===== src/rtl/key_pkg.sv =====
// Shared types and helpers for the push-button conditioning path.
package key_pkg;

  typedef enum logic [1:0] {K_UP, K_ARM_DOWN, K_DOWN, K_ARM_UP} key_state_t;

  localparam int unsigned CLK_HZ = 50_000_000;

  function automatic int unsigned ms_to_cycles(input int unsigned ms);
    return (CLK_HZ / 1000) * ms;
  endfunction

endpackage


===== src/rtl/key_channel.sv =====
// One push-button channel: synchroniser, debounce FSM, auto-repeat timer and
// registered level/strobe outputs.
module key_channel
  import key_pkg::*;
#(
  parameter int SYNC_STAGES     = 2,
  parameter int DEBOUNCE_CYCLES = 4,
  parameter int REPEAT_DELAY    = 10,
  parameter int REPEAT_PERIOD   = 3
) (
  input  logic clk,
  input  logic rst,
  input  logic key,
  output logic pressed,
  output logic press_pulse,
  output logic release_pulse,
  output logic repeat_pulse
);

  localparam int CNT_W   = (DEBOUNCE_CYCLES > 1) ? $clog2(DEBOUNCE_CYCLES) : 1;
  localparam int REP_MAX = (REPEAT_DELAY > REPEAT_PERIOD) ? REPEAT_DELAY : REPEAT_PERIOD;
  localparam int REP_W   = $clog2(REP_MAX + 1);
  localparam bit REP_EN  = (REPEAT_DELAY > 0);

  localparam logic [CNT_W-1:0] CNT_LAST   = CNT_W'(DEBOUNCE_CYCLES - 1);
  localparam logic [REP_W-1:0] DELAY_LAST = REP_W'(REPEAT_DELAY - 1);
  localparam logic [REP_W-1:0] PER_LAST   = REP_W'(REPEAT_PERIOD - 1);

  logic [SYNC_STAGES-1:0] sync;
  logic                   key_s;
  key_state_t             state, state_next;
  logic [CNT_W-1:0]       cnt, cnt_next;
  logic [REP_W-1:0]       rep_cnt, rep_cnt_next;
  logic                   rep_first, rep_first_next;
  logic                   rep_due;
  logic                   pressed_next, press_next, release_next, repeat_next;

  // KEY is active-low, so a low synchronised level means the button is held.
  assign key_s = ~sync[SYNC_STAGES-1];

  always_ff @(posedge clk or posedge rst) begin
    if (rst) begin
      sync          <= '1;
      state         <= K_UP;
      cnt           <= '0;
      rep_cnt       <= '0;
      rep_first     <= 1'b1;
      pressed       <= 1'b0;
      press_pulse   <= 1'b0;
      release_pulse <= 1'b0;
      repeat_pulse  <= 1'b0;
    end else begin
      sync          <= {sync[SYNC_STAGES-2:0], key};
      state         <= state_next;
      cnt           <= cnt_next;
      rep_cnt       <= rep_cnt_next;
      rep_first     <= rep_first_next;
      pressed       <= pressed_next;
      press_pulse   <= press_next;
      release_pulse <= release_next;
      repeat_pulse  <= repeat_next;
    end
  end

  always_comb begin
    state_next     = state;
    cnt_next       = cnt;
    rep_cnt_next   = rep_cnt;
    rep_first_next = rep_first;
    pressed_next   = pressed;
    press_next     = 1'b0;
    release_next   = 1'b0;
    repeat_next    = 1'b0;
    rep_due        = REP_EN && (rep_first ? (rep_cnt == DELAY_LAST) : (rep_cnt == PER_LAST));

    // The first repeat waits REPEAT_DELAY, later ones REPEAT_PERIOD; the
    // counter reloads on each hit, so it never exceeds its reload value.
    if (REP_EN && (state == K_DOWN || state == K_ARM_UP)) begin
      if (rep_due) begin
        repeat_next    = 1'b1;
        rep_cnt_next   = '0;
        rep_first_next = 1'b0;
      end else begin
        rep_cnt_next = rep_cnt + 1'b1;
      end
    end

    case (state)
      K_UP: begin
        if (key_s) begin
          state_next = K_ARM_DOWN;
          cnt_next   = '0;
        end
      end
      K_ARM_DOWN: begin
        if (!key_s) begin
          state_next = K_UP;
        end else if (cnt == CNT_LAST) begin
          state_next     = K_DOWN;
          press_next     = 1'b1;
          pressed_next   = 1'b1;
          rep_cnt_next   = '0;
          rep_first_next = 1'b1;
        end else begin
          cnt_next = cnt + 1'b1;
        end
      end
      K_DOWN: begin
        if (!key_s) begin
          state_next = K_ARM_UP;
          cnt_next   = '0;
        end
      end
      K_ARM_UP: begin
        if (key_s) begin
          state_next = K_DOWN;
        end else if (cnt == CNT_LAST) begin
          // An accepted release suppresses a repeat due in the same cycle.
          state_next   = K_UP;
          release_next = 1'b1;
          pressed_next = 1'b0;
          repeat_next  = 1'b0;
        end else begin
          cnt_next = cnt + 1'b1;
        end
      end
      default: state_next = K_UP;
    endcase
  end

endmodule


===== src/rtl/key_conditioner.sv =====
// Conditions the raw active-low buttons into debounced levels and strobes,
// one fully independent channel per key.
module key_conditioner
  import key_pkg::*;
#(
  parameter int NUM_KEYS        = 4,
  parameter int SYNC_STAGES     = 2,
  parameter int DEBOUNCE_CYCLES = int'(ms_to_cycles(20)),
  parameter int REPEAT_DELAY    = int'(ms_to_cycles(500)),
  parameter int REPEAT_PERIOD   = int'(ms_to_cycles(100))
) (
  input  logic                CLOCK_50,
  input  logic                reset,
  input  logic [NUM_KEYS-1:0] KEY,
  output logic [NUM_KEYS-1:0] pressed,
  output logic [NUM_KEYS-1:0] press_pulse,
  output logic [NUM_KEYS-1:0] release_pulse,
  output logic [NUM_KEYS-1:0] repeat_pulse
);

  for (genvar i = 0; i < NUM_KEYS; i++) begin : g_chan
    key_channel #(
      .SYNC_STAGES    (SYNC_STAGES),
      .DEBOUNCE_CYCLES(DEBOUNCE_CYCLES),
      .REPEAT_DELAY   (REPEAT_DELAY),
      .REPEAT_PERIOD  (REPEAT_PERIOD)
    ) u_chan (
      .clk          (CLOCK_50),
      .rst          (reset),
      .key          (KEY[i]),
      .pressed      (pressed[i]),
      .press_pulse  (press_pulse[i]),
      .release_pulse(release_pulse[i]),
      .repeat_pulse (repeat_pulse[i])
    );
  end

endmodule


===== config.mk =====
export PLATFORM = sky130hd
export DESIGN_NAME = key_conditioner
export DESIGN_NICKNAME = d
export VERILOG_FILES = /design/src/rtl/key_pkg.sv /design/src/rtl/key_channel.sv /design/src/rtl/key_conditioner.sv
export SDC_FILE = /design/constraint.sdc
export NUM_CORES = 1
export LEC_CHECK = 0
export ABC_CLOCK_PERIOD_IN_PS = 9680
export BUFFER_PORTS_ARGS = -buffer_cell sky130_fd_sc_hd__buf_2
export CAP_MARGIN = 20
export CORE_MARGIN = 10
export CORE_UTILIZATION = 55
export CTS_CLUSTER_DIAMETER = 40
export DETAILED_ROUTE_END_ITERATION = 8
export PLACE_DENSITY = 0.71
export SLEW_MARGIN = 20
export SYNTH_ARGS = -nofsm -noshare
export SYNTH_HDL_FRONTEND = slang
export SYNTH_SLANG_ARGS = --single-unit

===== constraint.sdc =====
create_clock -name CLOCK_50 -period 9.68 [get_ports CLOCK_50]
set_clock_uncertainty 0.15 [all_clocks]
set_input_delay 0.968 -clock CLOCK_50 [delete_from_list [all_inputs] [get_ports CLOCK_50]]
set_output_delay 0.968 -clock CLOCK_50 [all_outputs]
set_load 0.05 [all_outputs]

==> flow_summary.json <==
{
  "status": "completed",
  "grt_max_degree": 143,
  "portBuffers": 21,
  "seqPwrFrac": 0.443,
  "period_needed_ps": 3200,
  "tightest_slew_ps": 1010,
  "fp.dieW_microns": 160,
  "drt-wirelength-per-cell_microns": 14.6,
  "ys_seq_area_frac": 0.501,
  "combPwrFrac": 0.023,
  "final_cells": 1426,
  "synth_nets": 1134,
  "numCtsBuffers": 31,
  "synthDistinctLibCells": 61,
  "synth_edf_count": 0,
  "crit_family": "simple AND/OR/NAND/NOR gates",
  "cap_viol_max_count": 0,
  "cp_max_fo": 24,
  "row_count": 51,
  "synth-seq-cells": 216,
  "vdd_drop_max_uv": 134,
  "area_delta_synth_final_pct": 11.9,
  "total_power_uw": 2100,
  "wl_microns": 20800,
  "dieArea_sq_um": 25700,
  "netlist_instances": 1120,
  "finalSetupTns_ps": 0,
  "synth_area_leaders": "dfrtp_1 (47%), xor2_1 (8.8%), nor2_1 (7.3%), nand4_1 (3.5%), nand3_1 (3.2%)",
  "diodes": 0,
  "first_global_vias": 7857,
  "finalSetupViolations": 0,
  "place_congestion": 0.854,
  "swShare": 0.226,
  "fmaxAchievable_ghz": 0.312,
  "holdCritPathClass": "flip-flop to flip-flop",
  "grt.total_usage": 0.164,
  "final_hold_viol_count": 0,
  "critical_path.max_stage_delay_ps": 790,
  "multiInputGateArea_sq_um": 5070,
  "p_switching_uw": 473,
  "cts_tree": "done",
  "relSlewSlack": 0.321,
  "place_area_sq_um": 11000,
  "post_cts_buffers": 0,
  "synth_top_area_frac": 0.472,
  "avgSynthCellArea_sq_um": 9.65,
  "dp_cells": 1368,
  "seqCellArea_sq_um": 5420,
  "via_per_inst": 5.61,
  "required_ps": 9910,
  "cp_data_arrival_time_ps": 3430,
  "syn_area_sq_um": 10800,
  "leakage_uw": 0.00542,
  "die_h_microns": 160,
  "ys_warn_count": 0,
  "initial_utilization": 0.557,
  "cp.buffers_inverters": 0,
  "clk_transition_reported_paths_ps": 60,
  "coreArea_sq_um": 19400,
  "fill_cells": 1663,
  "synth_most_common_cell": "nor2_1",
  "place_hpwl_microns": 13500,
  "ctsResizeCount": 0,
  "power_frac_clock": 0.534,
  "drc": 0,
  "async_flop_share": 1.00,
  "start_kind": "flip-flop",
  "grt_pass1_wl_microns": 37200,
  "path_cells": "or4_1 > or4_4 > or3_1 > o31ai_4 > nor2_1",
  "hold_buffers": 0,
  "fin_nets": 1150,
  "drt_iter0_markers": 424,
  "cts_sinks": 216,
  "crit_path_top_delay_cell": "o31ai_4",
  "synthFlopType": "dfrtp_1",
  "cp-end-kind": "flip-flop",
  "p_int_uw": 1620,
  "num_vias": 8000,
  "antenna_found_initial": 0,
  "dpl_worst_slack_ps": 6520,
  "htreeDepth": 1,
  "globalRouteOverflowTotal": 0,
  "io_pins": 22,
  "p_per_area_nw_per_um2": 173,
  "cts_buffer_depth": 3,
  "post-route-period-util": 0.331,
  "dr.pass1.iters": 4,
  "insertion_delay_ps": 560,
  "final_area_sq_um": 12100,
  "drive_above_1_share": 0.102,
  "fin_ws_ps": 6480,
  "slew_violations": 0,
  "synth_top_area_cell": "dfrtp_1",
  "synth_common_cells": "nor2_1 (211), dfrtp_1 (204), xor2_1 (109)",
  "critPathKind": "flip-flop to flip-flop",
  "clock-root-buffer": "clkbuf_16",
  "rsz0062_at_grt": "no",
  "ant_nets": 0
}
==> flip-flops by register name, indices dropped and copies added (netlist names), named ones only <==
signal	flops
g_chan.u_chan.rep_cnt	100
g_chan.u_chan.cnt	80
g_chan.u_chan.sync	8
g_chan.u_chan.press_pulse	4
g_chan.u_chan.pressed	4
g_chan.u_chan.release_pulse	4
g_chan.u_chan.rep_first	4
g_chan.u_chan.repeat_pulse	4
g_chan.u_chan.state	4
==> final cells by class <==
| cell class | instances | share of cell area |
|---|---|---|
| Sequential cell | 216 | 0.448 |
| Multi-Input combinational cell | 843 | 0.419 |
| Clock buffer | 37 | 0.0677 |
| Timing Repair Buffer | 27 | 0.0122 |
| Inverter | 17 | 0.00590 |
| Tap cell | 265 | 0.0274 |
| Clock inverter | 21 | 0.0192 |
==> path summary, 6_finish.rpt <==
path / start / endpoint / slack, ps / depth (start not counted)
min in group asynchronous: reset / g_chan[0].u_chan.cnt[15]$_DFFE_PP0P_ / 460 / 2
max in group asynchronous: reset / g_chan[1].u_chan.rep_cnt[0]$_DFF_PP0_ / 7450 / 3
worst max-delay path: g_chan[1].u_chan.cnt[13]$_DFFE_PP0P_ / g_chan[1].u_chan.rep_cnt[20]$_DFF_PP0_ / 6480 / 5
worst min register to register: g_chan[3].u_chan.sync[0]$_DFF_PP1_ / g_chan[3].u_chan.sync[1]$_DFF_PP1_ / 210 / 0
worst max register to register: g_chan[1].u_chan.cnt[13]$_DFFE_PP0P_ / g_chan[1].u_chan.rep_cnt[20]$_DFF_PP0_ / 6480 / 5
worst min-delay path: g_chan[3].u_chan.sync[0]$_DFF_PP1_ / g_chan[3].u_chan.sync[1]$_DFF_PP1_ / 210 / 0
==> metrics by stage <==
stage | hold WS (ps) | utilization
5_1_grt | 214 | 0.623
4_1_cts | 205 | 0.623
2_1_floorplan | 195 | -
6_report | 206 | 0.623
3_5_place_dp | 197 | 0.569
3_3_place_gp | 196 | 0.568
==> power groups by stage <==
stage / combinational, uW / sequential (uW) / clock [uW]
2_1_floorplan: 39.1 / 940 / 0
3_3_place_gp: 48.2 / 944 / 0
3_5_place_dp: 49.8 / 945 / 0
4_1_cts: 50.1 / 929 / 1140
5_1_grt: 56.4 / 931 / 1180
6_report: 47.9 / 930 / 1120
==> worst register-to-register path: cells and delay by family (launching register included) <==
family | cells | cell delay [ps]
AO/OA/AOI/OAI | 1 | 790
flip-flops | 1 | 410
AND/OR/NAND/NOR | 4 | 1680
==> cells in the final DEF, fill, tap and decap left out, types with 6 or more instances in the layout <==
| master | count |
|---|---|
| a21oi_1 | 16 |
| nor4_1 | 34 |
| and2_1 | 8 |
| inv_1 | 16 |
| nand3_1 | 70 |
| or3_1 | 8 |
| o211ai_1 | 8 |
| xnor2_1 | 40 |
| clkbuf_16 | 31 |
| o21ai_0 | 15 |
| nor2_1 | 210 |
| nand4_1 | 60 |
| a21o_1 | 6 |
| nor4b_1 | 6 |
| dfstp_2 | 12 |
| mux2i_1 | 6 |
| nand2_1 | 90 |
| clkinv_2 | 6 |
| dfrtp_1 | 204 |
| buf_2 | 22 |
| xor2_1 | 109 |
| nor3_1 | 27 |
| ha_1 | 8 |
| or4_1 | 11 |
| and3_1 | 23 |
| and4_1 | 10 |
| nand4b_1 | 10 |
==> layer usage <==
| metal | track usage | vias to the layer above | share of wire |
|---|---|---|---|
| li1 | - | 3967 | - |
| met1 | 0.225 | 3897 | 0.48 |
| met2 | 0.261 | 102 | 0.46 |
| met3 | 0.0275 | 34 | 0.036 |
| met4 | 0.0476 | 0 | 0.023 |
| met5 | 0 | - | 0 |
==> cell families after synthesis <==
| logic type | Yosys count | synth area share |
|---|---|---|
| AND/OR/NAND/NOR | 594 | 0.275 |
| XOR/XNOR | 149 | 0.121 |
| multiplexers | 9 | 0.00868 |
| AO/OA/AOI/OAI | 83 | 0.0545 |
| adder cells (fa/ha/maj) | 8 | 0.00926 |
| flip-flops | 216 | 0.501 |
| buffers and inverters | 61 | 0.0304 |
Note: power is estimated with default switching activity, not from simulation.
